--- src/rtl/vh_sig_harness.sv ---
`default_nettype none
// ============================================================================
// Module   : vh_sig_harness
// Purpose  : LFSR stimulus source and 32-bit MISR response compactor wrapped
//            around one combinational expression module.
// Options  : VH_EXHAUSTIVE_EN - walk every a/b combination with an up-counter
//            instead of the LFSR (NUM_VECTORS and SEED unused).
// Revision : 1.0 - initial release
// ============================================================================
module vh_sig_harness #(
   parameter int unsigned A_WIDTH     = 4,
   parameter int unsigned B_WIDTH     = 4,
   parameter int unsigned Y_WIDTH     = 10,
   parameter int unsigned NUM_VECTORS = 256,
   parameter logic [31:0] SEED        = 32'h0000_0001
) (
   input  logic               clk,
   input  logic               rst_n,
   input  logic               start,
   output logic [A_WIDTH-1:0] dut_a,
   output logic [B_WIDTH-1:0] dut_b,
   input  logic [Y_WIDTH-1:0] dut_y,
   output logic               busy,
   output logic               done,
   output logic [31:0]        signature,
   output logic [31:0]        vec_count
);

   localparam int unsigned c_v_width = A_WIDTH + B_WIDTH;
   localparam logic [31:0] c_poly    = 32'h0040_0007;

`ifdef VH_EXHAUSTIVE_EN
   localparam int unsigned          c_s_width = c_v_width;
   localparam logic [31:0]          c_num     = 32'(64'd1 << c_v_width);
   localparam logic [c_s_width-1:0] c_first   = '0;
`else
   localparam int unsigned          c_s_width = 32;
   localparam logic [31:0]          c_num     = 32'(NUM_VECTORS);
   localparam logic [c_s_width-1:0] c_first   = (SEED == 32'h0) ? 32'h1 : SEED;
`endif

   typedef enum logic [1:0] {
      ST_IDLE = 2'd0,
      ST_RUN  = 2'd1,
      ST_DONE = 2'd2
   } state_t;

   state_t                 state_q, state_d;
   logic [c_s_width-1:0]   src_q, src_d;
   logic [31:0]            sig_q, sig_d;
   logic [31:0]            cnt_q, cnt_d;
   logic [c_s_width-1:0]   w_src_next;
   logic [31:0]            w_misr_next;

`ifdef VH_EXHAUSTIVE_EN
   assign w_src_next = src_q + c_s_width'(1);
`else
   assign w_src_next = {src_q[30:0], 1'b0} ^ (src_q[31] ? c_poly : 32'h0);
`endif

   // Response is zero-extended regardless of how the DUT interprets it.
   assign w_misr_next = {sig_q[30:0], 1'b0} ^ (sig_q[31] ? c_poly : 32'h0)
                      ^ 32'(dut_y);

   always_comb begin
      state_d = state_q;
      src_d   = src_q;
      sig_d   = sig_q;
      cnt_d   = cnt_q;
      case (state_q)
         ST_IDLE, ST_DONE: begin
            if (start) begin
               state_d = ST_RUN;
               src_d   = c_first;
               sig_d   = 32'h0;
               cnt_d   = 32'h0;
            end
         end
         ST_RUN: begin
            sig_d = w_misr_next;
            cnt_d = cnt_q + 32'd1;
            // The last vector stays on dut_a/dut_b through DONE.
            if (cnt_q == c_num - 32'd1) begin
               state_d = ST_DONE;
            end else begin
               src_d = w_src_next;
            end
         end
         default: state_d = ST_IDLE;
      endcase
   end

   always_ff @(posedge clk or negedge rst_n) begin
      if (!rst_n) begin
         state_q <= ST_IDLE;
         src_q   <= '0;
         sig_q   <= 32'h0;
         cnt_q   <= 32'h0;
      end else begin
         state_q <= state_d;
         src_q   <= src_d;
         sig_q   <= sig_d;
         cnt_q   <= cnt_d;
      end
   end

   assign dut_a     = src_q[c_v_width-1:B_WIDTH];
   assign dut_b     = src_q[B_WIDTH-1:0];
   assign busy      = (state_q == ST_RUN);
   assign done      = (state_q == ST_DONE);
   assign signature = sig_q;
   assign vec_count = cnt_q;

endmodule
`default_nettype wire

--- config.mk ---
export PLATFORM = sky130hd
export DESIGN_NAME = vh_sig_harness
export DESIGN_NICKNAME = d
export VERILOG_FILES = /design/src/rtl/vh_sig_harness.sv
export SDC_FILE = /design/constraint.sdc
export NUM_CORES = 1
export LEC_CHECK = 0
export BUFFER_PORTS_ARGS = -buffer_cell sky130_fd_sc_hd__buf_4
export CAP_MARGIN = 40
export CORE_ASPECT_RATIO = 0.9
export CORE_MARGIN = 4
export CORE_UTILIZATION = 55
export DETAILED_ROUTE_END_ITERATION = 16
export HOLD_SLACK_MARGIN = 0.15
export MAX_ROUTING_LAYER = met4
export PLACE_DENSITY = 0.79
export SETUP_SLACK_MARGIN = 0.3
export SYNTH_ARGS = -nofsm -noshare
export SYNTH_HDL_FRONTEND = slang
export SYNTH_SLANG_ARGS = --single-unit
--- constraint.sdc ---
create_clock -name clk -period 2.6 [get_ports clk]
set_clock_uncertainty 0.2 [all_clocks]
set_input_delay 0.26 -clock clk [delete_from_list [all_inputs] [get_ports clk]]
set_output_delay 0.26 -clock clk [all_outputs]
set_load 0.005 [all_outputs]
==> run summary, run 1 <==
Worst-margin pin slew - 753 ps
Area taken by multi-input logic gates - 1880 µm²
Met1 WL - 4.69 mm
Vias in the first global route - 3526
Final Slew Violations - 0
Port bufs - 86
Critical path class - flip-flop to flip-flop
Layout Nets - 530
Synth cell types - 39
Max VDD drop - 0.626 mV
Avg Cell Area, Syn - 10.8 µm²
Ant diodes - 0
Startpoint Class - flip-flop
RSZ-0062 raised after global routing - no
First-pass GRT wire length - 17.3 mm
Slew Limit Headroom - 49.8%
Vias post-DR - 3506
DRC - 0
I/O Pins - 87
Total Wirelength - 10.2 mm
Crit path max fanout - 17
Syn Inst Count - 419
Largest net degree at the start of global routing - 62
Worst setup margin - 395 ps
Clock transition at the registers of the reported paths - 100 ps
Fin crit share - 84.8%
FMAX - 0.454 GHz
H-tree depth - 3
Post-synthesis sequential area ratio - 54.2%
Arrival time worst endpoint - 2250 ps
Register area - 2450 µm²
Layout cells sized above 1 - 26.1%
TritonCTS Sinks - 98
Setup TNS Final - 0 ps
GR Util All Layers - 22.6%
Hpwl dp - 6.70 mm
Synth Cell Area - 4520 µm²
Max Root-Sink Buffers - 2
Worst r2r path cells - 5
Grt ovf - 0
Pwr Density - 733 nW/µm²
Chip width - 104 µm
1st-iter DRT viols - 236
Final min period - 2200 ps
TritonCTS clock tree - done
Largest delay share family, worst path - simple AND/OR/NAND/NOR gates
Final Core Density - 70.0%
Synth Register Bits - 98
YS warnings - 0
Area Growth Syn to Fin - 24.2%
Crit-path cells - nor4_4 -> nand4_1 -> o31ai_4 -> buf_12 -> mux2_2
Via density - 5.65
Overall power - 4.12 mW
Die H - 94.0 µm
WP data required - 2650 ps
Leak - 2.61 nW
Worst path bufs/invs - 1
Synth Net Count - 433
Total CTS buffers - 9
Reg-to-reg endpoint - src_q[23]
FF-to-FF setup slack - 400 ps
R2r startpoint - vec_count[28]
1st-pass router iterations - 4
Initial antenna violation count - 0
Initial Util - 56.3%
DR top layer - met4
DR WL met3 - 602 µm
Fill cells - 581
Routed len/inst - 16.5 µm
Worst Setup End Kind - flip-flop
Final GP Congestion - 0.813
Hold Vio Cnt, Final - 0
CTS root buf - clkbuf_8
Die area - 9740 µm²
Core footprint - 8030 µm²
Outcome - finished, final reports clean
Later-pin clock latency in the skew report - 360 ps
Final setup viols - 0
Critical Path Max Stage Delay - 480 ps
Core Rows - 31
Critical path's slowest cell - dfrtp_1
Placement Setup Slack - 256 ps
WL met2 - 4.82 mm
Type of the most critical hold path - primary input to asynchronous set/reset pin
Max_cap viols - 0
Post-DRT Antenna Nets - 0
## worst register-to-register path, cell delays in order, from the launching register on
cell and delay (ps):
dfrtp_1 480, nor4_4 320, nand4_1 230, o31ai_4 310
buf_12 200, mux2_2 350
## power by group
part           internal, mW  switching (mW)
sequential             1.83           0.342
combinational         0.648           0.367
clock                 0.365           0.564
## layout by cell type, fill, tap and decap left out, types with 2 or more instances in the layout
master,netlist,final
xor2_1,5,5
mux2_2,13,13
nand4_1,16,16
clkinv_4,0,4
a2111oi_0,2,2
nor4_1,9,8
clkbuf_8,0,9
dlygate4sd3_1,0,12
or3_1,2,2
a31oi_1,2,2
a41o_1,2,2
and3_1,7,7
buf_4,9,99
xnor2_1,19,19
dfrtp_1,98,98
o21a_1,2,2
nor2_1,30,29
mux2i_1,35,35
nand2_1,55,55
a21oi_1,2,2
a22o_1,23,23
o21ai_0,15,15
and4_1,2,2
inv_1,16,16
nand3_1,14,14
nand2b_1,6,6
nor3_1,5,5
## cell families (layout without fill, tap and decap cells)
group | count (synthesis) | in the layout | synth area share [%]
and+or+nand+nor | 151 | 151 | 16.1
DFF | 98 | 98 | 54.2
AOI/OAI and AO/OA | 52 | 52 | 8.80
muxes | 49 | 49 | 11.2
buffers and inverters | 44 | 146 | 4.76
xor gates and xnor gates | 24 | 24 | 4.65
adders and majority gates | 1 | 1 | 0.277
## Yosys cell counts
cell type | count | area share [%]
and3_1 | 7 | 0.97
buf_6 | 2 | 0.50
a2111oi_0 | 2 | 0.39
inv_1 | 16 | 1.3
a22o_1 | 23 | 4.5
nand2_1 | 55 | 4.6
buf_1 | 3 | 0.25
xnor2_1 | 19 | 3.7
or3_1 | 2 | 0.28
a41o_1 | 2 | 0.44
nor4_2 | 1 | 0.28
mux2i_1 | 35 | 7.7
nor3_1 | 5 | 0.55
mux2_2 | 13 | 3.2
clkinv_1 | 1 | 0.083
nor2_1 | 30 | 2.5
o31ai_4 | 1 | 0.47
ha_1 | 1 | 0.28
nand3_1 | 14 | 1.5
nor4_1 | 9 | 1.2
mux2_1 | 1 | 0.25
buf_2 | 1 | 0.11
a211oi_1 | 1 | 0.17
a31oi_1 | 2 | 0.28
dfrtp_1 | 98 | 54
xor2_1 | 5 | 0.97
nor2b_1 | 2 | 0.28
or4_4 | 1 | 0.25
nand4_1 | 16 | 2.2
o21ai_0 | 15 | 1.7
o31a_1 | 1 | 0.19
clkbuf_1 | 12 | 1.0
a211o_1 | 1 | 0.19
nand4b_1 | 1 | 0.19
and4_1 | 2 | 0.39
buf_4 | 9 | 1.5
a21oi_1 | 2 | 0.22
nand2b_1 | 6 | 0.83
o21a_1 | 2 | 0.33
## sequential cells by signal (all words and copies together), names as in the netlist
register / flops
src_q: 32
vec_count: 32
signature: 32
state_q: 2
## per-stage QoR
stage / cell area [µm²] / hold slack (ps) / std cells
after floorplan: 4520 / -236 / 419
after global placement: 5260 / 176 / 590
after detailed placement: 5260 / 176 / 590
after CTS: 5600 / 296 / 619
after global routing: 5620 / 323 / 620
final: 5620 / 290 / 620
## worst max-delay path by stage
stage,start,end,slack (ps),cells after the start
2_1_floorplan,vec_count[14],src_q[27],500,5
3_3_place_gp,vec_count[28],src_q[5],300,5
6_report,vec_count[28],src_q[23],400,5
3_5_place_dp,vec_count[28],src_q[7],260,5
5_1_grt,vec_count[16],src_q[22],280,5
4_1_cts,vec_count[28],src_q[17],310,5
## layer usage
| layer | vias to the layer above | GRT usage [%] |
|---|---|---|
| met5 | - | - |
| met4 | 0 | 5.65 |
| met3 | 13 | 5.70 |
| met2 | 109 | 35.3 |
| met1 | 1728 | 30.0 |
| li1 | 1656 | - |
## layout make-up
class | instances | share of cell area, %
clock buffer | 9 | 2.20
clock inverter | 7 | 1.11
inverter | 17 | 1.14
multi-input combinational | 277 | 33.4
sequential | 98 | 43.7
tap | 99 | 2.20
timing repair buffer | 113 | 16.3
## timing repair
action                                  CTS  global route
gates cloned                              1             0
pin swaps                                 0             2
hold buffers                             12             0
hold endpoints to repair                 69             0
resized for setup                         1             1
setup buffers                             0             1
endpoints found under the setup margin   14            29
Note: power is estimated with default switching activity, not from simulation.
==> run 2, diff against run 1 <==
--- a/config.mk
+++ b/config.mk
@@ -5,15 +5,16 @@
 export SDC_FILE = /design/constraint.sdc
 export NUM_CORES = 1
 export LEC_CHECK = 0
+export ABC_AREA = 1
 export BUFFER_PORTS_ARGS = -buffer_cell sky130_fd_sc_hd__buf_4
 export CAP_MARGIN = 40
 export CORE_ASPECT_RATIO = 0.9
 export CORE_MARGIN = 4
-export CORE_UTILIZATION = 55
+export CORE_UTILIZATION = 50
 export DETAILED_ROUTE_END_ITERATION = 16
 export HOLD_SLACK_MARGIN = 0.15
 export MAX_ROUTING_LAYER = met4
-export PLACE_DENSITY = 0.79
+export PLACE_DENSITY = 0.76
 export SETUP_SLACK_MARGIN = 0.3
 export SYNTH_ARGS = -nofsm -noshare
 export SYNTH_HDL_FRONTEND = slang
==> constraint.sdc (replaced) <==
create_clock -name clk -period 1.8 [get_ports clk]
set_clock_uncertainty 0.2 [all_clocks]
set_input_delay 0.18 -clock clk [delete_from_list [all_inputs] [get_ports clk]]
set_output_delay 0.18 -clock clk [all_outputs]
set_load 0.005 [all_outputs]
==> run 2 against run 1 <==
The flow now finishes with violations (setup timing). Area after synthesis grew 7.0%. Hold slack got worse by 200 ps. Die area grew 16%. Count of clock-buffer cells in the layout stayed put. Setup slack worse by 420 ps. Critical path depth grew 4.
==> run summary, run 2 <==
Crit path max fanout - 8 (was 17)
Post-synthesis sequential area ratio - 50.7% (was 54.2%)
Top post-synthesis cells by area - dfrtp_1, nand2_1, nand3_1, inv_1, nor2_1 (was dfrtp_1, mux2i_1, nand2_1, a22o_1, xnor2_1)
Type of the most critical hold path - primary input to asynchronous set/reset pin (unchanged)
Setup TNS Final - -167 ps (was 0 ps)
First-pass GRT wire length - 23.5 mm (was 17.3 mm)
Clock transition at the registers of the reported paths - 120 ps (was 100 ps)
Slew Limit Headroom - 68.1% (was 49.8%)
Worst setup margin - -20.5 ps (was 395 ps)
Routing usage on met1 - 33.4% (was 30.0%)
TritonCTS Sinks - 98 (unchanged)
Synth cell types - 30 (was 39)
I/O Pins - 87 (unchanged)
1st-iter DRT viols - 471 (was 236)
FF-to-FF setup slack - -20 ps (was 400 ps)
Most frequent cells in the layout - buf_4, nand2_1, dfrtp_1 (was buf_4, dfrtp_1, nand2_1)
Post-synth top area share - 50.7% (was 54.2%)
Largest delay share family, worst path - simple AND/OR/NAND/NOR gates (unchanged)
Grt met3 use - 5.08% (was 5.70%)
Post-synth EDFFs - 0 (unchanged)
Combinational share of power - 42.0% (was 24.7%)
Grt ovf - 0 (unchanged)
Failing checks - setup timing
Layout cells sized above 1 - 38.5% (was 26.1%)
Reg-to-reg endpoint - src_q[4] (was src_q[23])
Placement Setup Slack - -61.8 ps (was 256 ps)
Area Growth Syn to Fin - 46.5% (was 24.2%)
Vias in the first global route - 4741 (was 3526)
Seq pwr share - 41.7% (was 52.8%)
Final Core Density - 76.3% (was 70.0%)
Ant diodes - 0 (unchanged)
Startpoint Class - flip-flop (unchanged)
Synth Register Bits - 98 (unchanged)
Core Rows - 33 (was 31)
Core footprint - 9290 µm² (was 8030 µm²)
Layout Nets - 772 (was 530)
Hold Vio Cnt, Final - 0 (unchanged)
Busiest grt layer - met2 (unchanged)
Worst-margin pin slew - 479 ps (was 753 ps)
FMAX - 0.549 GHz (was 0.454 GHz)
Worst r2r path cells - 9 (was 5)
Most common cell after layout, fill and taps aside - buf_4 (unchanged)
Via density - 5.65 (about the same)
Die area - 11300 µm² (was 9740 µm²)
1st-pass router iterations - 5 (was 4)
Yosys top cell by area - dfrtp_1 (unchanged)
Fin crit share - 101% (was 84.8%)
Switching Share - 38.3% (was 30.9%)
Total Wirelength - 15.9 mm (was 10.2 mm)
Max_cap viols - 0 (unchanged)
Met2 usage - 42.5% (was 35.3%)
Avg Cell Area, Syn - 8.07 µm² (was 10.8 µm²)
Commonest cells in the netlist - nand2_1, nand3_1, dfrtp_1 (was dfrtp_1, nand2_1, mux2i_1)
P_int - 5.63 mW (was 2.84 mW)
R2r startpoint - vec_count[2] (was vec_count[28])
Arrival time worst endpoint - 1900 ps (was 2250 ps)
Final min period - 1820 ps (was 2200 ps)
Clock power share - 16.3% (was 22.6%)
Crit-path cells - buf_4 -> nand2_4 -> nor2_4 -> nand2_4 -> nor2_4 -> nand2_8 -> clkbuf_16 -> nand3_2 -> nand2_1 (was nor4_4 -> nand4_1 -> o31ai_4 -> buf_12 -> mux2_2)
GR Util All Layers - 26.5% (was 22.6%)
Vias post-DR - 5001 (was 3506)
Outcome - complete, but fails checks (was finished, final reports clean)
Worst path bufs/invs - 2 (was 1)
WP data required - 1880 ps (was 2650 ps)
Critical Path Max Stage Delay - 450 ps (was 480 ps)
Synth Cell Area - 4840 µm² (was 4520 µm²)
Final GP Congestion - 0.981 (was 0.813)
Post-DRT Antenna Nets - 0 (unchanged)
TritonCTS clock tree - done (unchanged)
NetSw - 3.50 mW (was 1.27 mW)
RSZ-0062 raised after global routing - yes (was no)
Critical path class - flip-flop to flip-flop (unchanged)
CTS root buf - clkbuf_8 (unchanged)
Worst Setup End Kind - flip-flop (unchanged)
Worst hold slack - 86.3 ps (was 290 ps)
Synth Net Count - 614 (was 433)
Async S/R FF share, synth - 100% (unchanged)
DRC - 0 (unchanged)
Initial antenna violation count - 0 (unchanged)
Largest net degree at the start of global routing - 50 (was 62)
Final setup viols - 18 (was 0)
Port bufs - 86 (unchanged)
Total CTS buffers - 9 (unchanged)
Initial Util - 52.1% (was 56.3%)
Most frequent cell after synthesis - nand2_1 (was dfrtp_1)
H-tree depth - 3 (unchanged)
Max VDD drop - 0.842 mV (was 0.626 mV)
Max Root-Sink Buffers - 2 (unchanged)
Later-pin clock latency in the skew report - 390 ps (was 360 ps)
Critical path's slowest cell - dfrtp_1 (unchanged)
Final Slew Violations - 0 (unchanged)
Chip width - 112 µm (was 104 µm)
YS warnings - 0 (unchanged)
Top_reg_cell synth - dfrtp_1 (unchanged)
Pwr Density - 1290 nW/µm² (was 733 nW/µm²)
Syn Inst Count - 600 (was 419)
Die H - 101 µm (was 94.0 µm)
WP depth - 9 (was 5)
Routed len/inst - 18.0 µm (was 16.5 µm)
Hpwl dp - 8.78 mm (was 6.70 mm)
Hold_buf cts - 12 (unchanged)
Leak - 3.50 nW (was 2.61 nW)
## run 2: kinds of logic after synthesis
family          Yosys count  share of synthesized area (%)
fa+ha+maj                 1                          0.258
flops                    98                           50.7
compound gates           59                           6.83
buf+inv                  98                           9.10
xor+xnor                 17                           3.08
simple gates            327                           30.1
## run 2: worst register-to-register path: stages, from the launching register on
cell	delay, ps
dfrtp_1	450
buf_4	170
nand2_4	60
nor2_4	130
nand2_4	80
nor2_4	170
nand2_8	130
clkbuf_16	200
nand3_2	60
nand2_1	50
## run 2: routing by layer
metal | up-vias | part of all wire (%)
li1 | 2256 | -
met1 | 2423 | 40
met2 | 263 | 50
met3 | 59 | 7.1
met4 | 0 | 3.3
met5 | - | 0
## run 2: metrics by stage
| step | cells | instance area, µm² | power [mW] |
|---|---|---|---|
| 2_1_floorplan | 600 | 4870 | 5.30 |
| 3_3_place_gp | 815 | 5810 | 6.73 |
| 5_1_grt | 885 | 7090 | 9.70 |
| 4_1_cts | 868 | 6590 | 8.63 |
| 3_5_place_dp | 815 | 5810 | 6.86 |
| 6_report | 885 | 7090 | 9.13 |
## run 2: how the worst max path moves through the flow
stage	startpoint	to	slack [ps]
after floorplan	vec_count[0]	src_q[31]	70
after global placement	state_q[1]	vec_count[18]	20
after detailed placement	state_q[1]	vec_count[20]	-60
after CTS	vec_count[23]	src_q[28]	60
after global routing	vec_count[2]	src_q[21]	-80
final	vec_count[2]	src_q[4]	-20
## run 2: area by class of cell
cell class                 instances  area [µm²]
fill                             627        2200
clock buffer                       9         124
clock inverter                     7        78.8
tap                              122         153
inverter                          66         253
timing repair buffer             178        1600
multi-input combinational        405        2430
sequential                        98        2460
## run 2: power groups by stage
stage	sequential, mW	clock [mW]	combinational [mW]
6_report	3.81	1.49	3.83
3_3_place_gp	3.70	0	3.02
2_1_floorplan	3.73	0	1.57
4_1_cts	3.71	1.50	3.42
3_5_place_dp	3.74	0	3.12
5_1_grt	3.90	1.61	4.19
## run 2: repair_timing
item,4_1_cts,5_1_grt
hold endpoints to repair,109,30
setup endpoints to repair,74,83
setup buffers,22,14
pin swaps,16,43
resized for setup,62,86
gates cloned,3,3
